[src/rtl/multi_key_led_blinker.sv]
// N-channel key-driven LED blinker: each key is synchronised, debounced and edge-detected,
// and every press steps its channel through OFF -> BLINK -> ON -> OFF.
module multi_key_led_blinker #(
  parameter int unsigned N_CH       = 4,
  parameter int unsigned DEB_CYC    = 1_000_000,
  parameter int unsigned PERIOD_CYC = 50_000_000,
  parameter int unsigned DUTY_CYC   = 25_000_000
) (
  input  logic                clk,
  input  logic                rst,
  input  logic [N_CH-1:0]     key_n,
  output logic [N_CH-1:0]     led,
  output logic [2*N_CH-1:0]   mode_o,
  output logic [N_CH-1:0]     key_pulse
);

  localparam int unsigned DcW = $clog2(DEB_CYC + 1);
  localparam int unsigned PhW = $clog2(PERIOD_CYC);
  localparam logic [DcW-1:0] DcLast = DcW'(DEB_CYC - 1);
  localparam logic [PhW-1:0] PhLast = PhW'(PERIOD_CYC - 1);
  localparam logic [PhW-1:0] PhOne  = PhW'(1);
  localparam logic [DcW-1:0] DcOne  = DcW'(1);

  typedef enum logic [1:0] {
    StOff     = 2'b00,
    StBlink   = 2'b01,
    StOn      = 2'b10,
    StIllegal = 2'b11
  } mode_e;

  if (DUTY_CYC > PERIOD_CYC || DEB_CYC < 1 || PERIOD_CYC < 2) begin : g_bad_params
    $error("multi_key_led_blinker: illegal DEB_CYC/PERIOD_CYC/DUTY_CYC combination");
  end

  for (genvar i = 0; i < N_CH; i++) begin : g_ch
    logic           r_sync1, r_sync2, r_kd, r_pulse, r_led;
    logic [DcW-1:0] r_dc;
    logic [PhW-1:0] r_ph, w_ph_next;
    mode_e          r_mode, w_mode_next;
    logic           w_led_next;

    always_comb begin
      w_mode_next = r_mode;
      if (r_mode == StIllegal) begin
        w_mode_next = StOff;
      end else if (r_pulse) begin
        case (r_mode)
          StOff:   w_mode_next = StBlink;
          StBlink: w_mode_next = StOn;
          default: w_mode_next = StOff;
        endcase
      end

      // Phase restarts on BLINK entry so the LED always opens with a full on-window.
      w_ph_next = '0;
      if (w_mode_next == StBlink && r_mode == StBlink) begin
        w_ph_next = (r_ph == PhLast) ? '0 : r_ph + PhOne;
      end

      w_led_next = (w_mode_next == StOn) ||
                   (w_mode_next == StBlink && 32'(w_ph_next) < DUTY_CYC);
    end

    always_ff @(posedge clk) begin
      if (rst) begin
        r_sync1 <= 1'b1;
        r_sync2 <= 1'b1;
        r_kd    <= 1'b1;
        r_dc    <= '0;
        r_pulse <= 1'b0;
        r_mode  <= StOff;
        r_ph    <= '0;
        r_led   <= 1'b0;
      end else begin
        r_sync1 <= key_n[i];
        r_sync2 <= r_sync1;
        r_pulse <= 1'b0;
        if (r_sync2 == r_kd) begin
          r_dc <= '0;
        end else if (r_dc == DcLast) begin
          r_kd    <= r_sync2;
          r_dc    <= '0;
          r_pulse <= r_kd;  // accepted level was released, so this is a press
        end else begin
          r_dc <= r_dc + DcOne;
        end
        r_mode <= w_mode_next;
        r_ph   <= w_ph_next;
        r_led  <= w_led_next;
      end
    end

    assign led[i]          = r_led;
    assign key_pulse[i]    = r_pulse;
    assign mode_o[2*i +: 2] = r_mode;
  end

endmodule
[config.mk]
export PLATFORM = sky130hd
export DESIGN_NAME = multi_key_led_blinker
export DESIGN_NICKNAME = d
export VERILOG_FILES = /design/src/rtl/multi_key_led_blinker.sv
export SDC_FILE = /design/constraint.sdc
export NUM_CORES = 1
export LEC_CHECK = 0
export BUFFER_PORTS_ARGS = -buffer_cell sky130_fd_sc_hd__buf_2
export CORE_MARGIN = 3
export CORE_UTILIZATION = 63
export DETAILED_ROUTE_END_ITERATION = 16
export PLACE_DENSITY_LB_ADDON = 0.08
export SYNTH_ARGS = -nofsm -noshare
export SYNTH_HDL_FRONTEND = slang
export SYNTH_SLANG_ARGS = --single-unit
[constraint.sdc]
create_clock -name clk -period 3.15 [get_ports clk]
set_clock_uncertainty 0.1 [all_clocks]
set_input_delay 0.4725 -clock clk [delete_from_list [all_inputs] [get_ports clk]]
set_output_delay 0.4725 -clock clk [all_outputs]
set_load 0.02 [all_outputs]
* Yosys cells after proc, flatten, opt, wreduce, memory -nomap -nowiden *
Index checks and enable logic that the tools add are counted.

word-level totals
  logic and storage cells = 128
  register bits after elaboration = 212

cells by class
  muxes and demuxes = 20
  bitwise operators = 8
  order comparisons = 4
  equality and inequality tests = 28
  reduce and logical (&&, ||, !) cells = 28
  add/sub/neg operators = 8

operators with widths
  operator                 count
  $mux W26                 8
  $add A26 B1 Y26 const B  4
  $eq A26 B26 Y1 const B   4
  $lt A26 B25 Y1 const B   4
  $add A20 B1 Y20 const B  4
  $eq A20 B20 Y1 const B   4
  $reduce_or A3 Y1         8
  $eq A2 B1 Y1 const B     8
  $eq A2 B2 Y1 const B     8
  $mux W2                  8
  $pmux W2 S2              4
  $logic_and A1 B1 Y1      8
  $logic_not A2 Y1         4
  $not A1 Y1               8
  $reduce_and A2 Y1        4
  $eq A1 B1 Y1             4
  $logic_or A1 B1 Y1       4

* Logic depth before layout (Yosys ltp) *
  depth in word-level cells = 10
  gate-level depth with buffers = 9
  gate-level depth less buffers = 8

* Least setup slack after synthesis *
OpenSTA, ideal clock, no wires.

  path kind = register to register
  start point = register g_ch[3].r_ph[7]
  end point = register g_ch[3].r_led
  path slack = 675 ps
  buffers on the path = 2
  cell stages (with the launch flop) = 9
  data arrival time = 2242 ps
  cell sequence = dfxtp_1 buf_4 nand3_4 or4_4 buf_6 or3b_1 a221o_1 a2111oi_2 a311oi_1

on the way
  cells in the longest elaborated chain, start to end = 6
  elaborated cells on any way between the ends = 7
  those cells by class = add/sub: 1; order compare: 1; eq/ne: 1; mux: 2; reduce/logical: 2

RTL lines
  element                                            line  RTL
  start: declaration                                 38    logic [PhW-1:0] r_ph, w_ph_next;
  start signal: assignment                           88    r_ph <= w_ph_next;
  $add A26 B1 Y26 or $eq A26 B26 Y1 (tied branches)  57    w_ph_next = (r_ph == PhLast) ? '0 : r_ph + PhOne;
  $mux W26 (*)                                       57
  $mux W26 (*)                                       56    if (w_mode_next == StBlink && r_mode == StBlink) begin
  $lt A26 B25 Y1 (*)                                 61    (w_mode_next == StBlink && 32'(w_ph_next) < DUTY_CYC);
  $logic_and A1 B1 Y1 (*)                            61
  $logic_or A1 B1 Y1 (*)                             60    w_led_next = (w_mode_next == StOn) ||
  end signal: assignment                             89    r_led <= w_led_next;
  end: declaration                                   36    logic r_sync1, r_sync2, r_kd, r_pulse, r_led;

Every way passes the cells marked *; elsewhere a longest branch is shown, timed or not.
A chain may end at the register's enable or synchronous reset.

* Worst setup path after layout *
  start point = register g_ch[1].r_ph[7]
  end point = register g_ch[1].r_led

on the way
  cells in the longest elaborated chain, start to end = 6
  elaborated cells on any way between the ends = 7
  those cells by class = add/sub: 1; order compare: 1; eq/ne: 1; mux: 2; reduce/logical: 2

RTL lines
  element                                            line
  start: declaration                                 38
  start signal: assignment                           88
  $add A26 B1 Y26 or $eq A26 B26 Y1 (tied branches)  57
  $mux W26 (*)                                       57
  $mux W26 (*)                                       56
  $lt A26 B25 Y1 (*)                                 61
  $logic_and A1 B1 Y1 (*)                            61
  $logic_or A1 B1 Y1 (*)                             60
  end signal: assignment                             89
  end: declaration                                   36

Marks and branches as above.

==> results.yml <==
synthesis:
  yosys_most_used_dff: "dfxtp_1"
  synth_area_um2: 10000
  synth_fp_nets: 1215
  syn_inst: 1201
  yosysWarnings: 0
  synth-async-reset-ratio: 0
  ys_seq_area_frac: 0.423
  synth_edf_count: 0
  yosysUniqueCellTypes: 68
  syn_area_per_cell_um2: 8.36
  yosys_register_bits: 212
pwr:
  power.share.clock: 0.488
  cellLeakagePower_uw: 0.00348
  powerDensity_nw_per_um2: 485
  seq_power_share: 0.506
  pwr-share-comb: 0.006
  ir_drop_mv: 0.445
  power_uw: 5320
  switching_share: 0.204
  p_int_uw: 4230
  p_sw_uw: 1080
floorplan:
  num_rows: 45
  core-area_um2: 15400
  die-area_um2: 17500
  chipWidth_um: 132
  start_util: 0.653
  ios: 22
  fp.dieH_um: 132
final_layout:
  fin_util: 0.713
  antennaDiodeCount: 0
  fin_nets: 1212
  n_fill_cell: 1312
  drive_gt1_frac: 0.0799
  multi_input_area_um2: 5410
  area.growth.synth_to_final_pct: 9.22
  register_area_um2: 4240
  fin_area_um2: 11000
worst_hold_path:
  hold_path_class: "input port to flop"
cts:
  post_cts_resized: 0
  clk_pin_slew_worst_paths_ns: 0.06
  cts_hold_buf: 0
  root_buffer: "clkbuf_16"
  numCtsBuffers: 23
  postCtsSetupBuffers: 0
  clk_latency_ns: 0.50
  cts.sinks: 212
  cts_max_level: 1
  cts_tree: "done"
  cts_buffer_depth: 3
sta:
  finalCriticalPeriod_ns: 2.78
  finalSetupViolCount: 0
  final.setup.tns_ns: 0
  hold_slack_ns: 0.0553
  period_share: 0.883
  rsz0062_at_grt: "no"
  max_freq_ghz: 0.360
  worstMarginPinSlew_ns: 0.633
  slew_violations: 0
  slew_headroom: 0.577
  hold_violations: 0
setup_path:
  end_kind: "flop"
  worstPathRequired_ns: 3.42
  cp-start-kind: "flop"
  critPathKind: "flop to flop"
  arrival_ns: 3.05
  path_max_fanout: 9
  r2r_slack_ns: 0.37
routing:
  wl_met3_um: 606
  drt-met1-wl_um: 9130
  wl_met2_um: 8780
  num_vias: 8002
  ant_nets: 0
  drt_iter0_markers: 366
  drc: 0
  topRoutingLayerUsed: "met4"
  wl_per_cell_um: 13.3
  drtPass1Iterations: 4
  vias_per_cell: 5.62
  routed_wl_um: 18900
placement:
  dp_hpwl_um: 13000
  place_congestion: 0.884
  placed_cell_area_um2: 10200
  port_buffers: 21
outcome:
  status: "completed"
grt:
  track_usage: 0.215
  grt_pass1_vias: 7427
  grt_pass1_wl_um: 33200
  grt_remaining_overflow: 0
  antenna_found_initial: 0
  grt_max_degree: 26
flow_run:
  drv_cap: 0
==> layout by cell type, fill, tap and decap left out, types with 27 or more instances in the layout <==
master | Yosys | final
dfxtp_1 | 212 | 212
nand2_1 | 74 | 74
nor3_1 | 40 | 40
nand4_1 | 44 | 44
inv_1 | 27 | 27
nor2_1 | 224 | 224
nand3_1 | 81 | 81
xnor2_1 | 89 | 89
and3_1 | 27 | 27
xor2_1 | 77 | 77
==> Yosys cell counts (10+ instances only) <==
cell type	n	area (µm²)
nor2_1	224	841
dfxtp_1	212	4240
xnor2_1	89	780
nand3_1	81	405
xor2_1	77	674
nand2_1	74	278
nand4_1	44	275
nor3_1	40	200
clkbuf_1	38	143
and3_1	27	169
inv_1	27	101
a21oi_1	24	120
nor4_1	20	125
o21ai_0	20	100
or3_1	15	93.8
nor2b_1	13	81.3
or2_2	13	81.3
and4_1	10	87.6
buf_2	10	50.1
nand2b_1	10	62.6
==> through the flow <==
step	setup WS [ns]	std cells
after detailed placement	0.420	1384
after floorplan	0.675	1201
final	0.369	1425
after global routing	0.201	1425
after CTS	0.426	1425
after global placement	0.522	1384
==> cell type report <==
cell class              instances  area share
clock buffers                  33      0.0632
well taps                     211      0.0241
multi-input cells             901       0.493
clock inverters                 8     0.00536
flip-flops and latches        212       0.387
repair buffers                 33      0.0178
inverters                      27     0.00924
==> path summary, 6_finish.rpt <==
| check | startpoint | to | depth (start not counted) |
|---|---|---|---|
| min reg2reg | g_ch[2].r_sync1 | g_ch[2].r_sync2 | 1 |
| max reg2reg | g_ch[1].r_ph[7] | g_ch[1].r_led | 7 |
| max | g_ch[1].r_ph[7] | g_ch[1].r_led | 7 |
| min | key_n[1] | g_ch[1].r_sync1 | 2 |
==> layer usage <==
metal / track usage / vias up
met5: 0 / -
met4: 0.0554 / 0
met3: 0.0313 / 31
met2: 0.360 / 107
met1: 0.293 / 3725
li1: - / 4139
==> logic make-up after synthesis <==
logic type | synth area share
buffers and inverters | 0.0385
multiplexers | 0.00312
AO/OA/AOI/OAI | 0.0657
AND/OR/NAND/NOR | 0.314
flip-flops | 0.423
adder cells (fa/ha/maj) | 0.0110
XOR/XNOR | 0.145
==> power by group through the flow <==
stage	Combinational [µW]	Sequential [µW]	Clock, µW
2_1_floorplan	19.9	2750	0
3_3_place_gp	30.6	2750	0
3_5_place_dp	31.2	2750	0
4_1_cts	31.4	2690	2650
5_1_grt	35.3	2690	2740
6_report	30.7	2690	2590
==> critical path, cell delays in order, from the launching register on <==
cell      delay (ns)
dfxtp_1         0.50
nand4_2         0.26
or4_4           0.62
or4_1           0.48
a21boi_1        0.26
nand2b_1        0.09
a311oi_1        0.27
a311oi_1        0.08
==> state kept, by name (all words and copies together) (netlist names) <==
signal and count:
g_ch.r_dc 80, g_ch.r_kd 4, g_ch.r_led 4, g_ch.r_mode 8, g_ch.r_ph 104, g_ch.r_pulse 4
g_ch.r_sync1 4, g_ch.r_sync2 4
No activity file was read; power rests on OpenSTA's default activity.
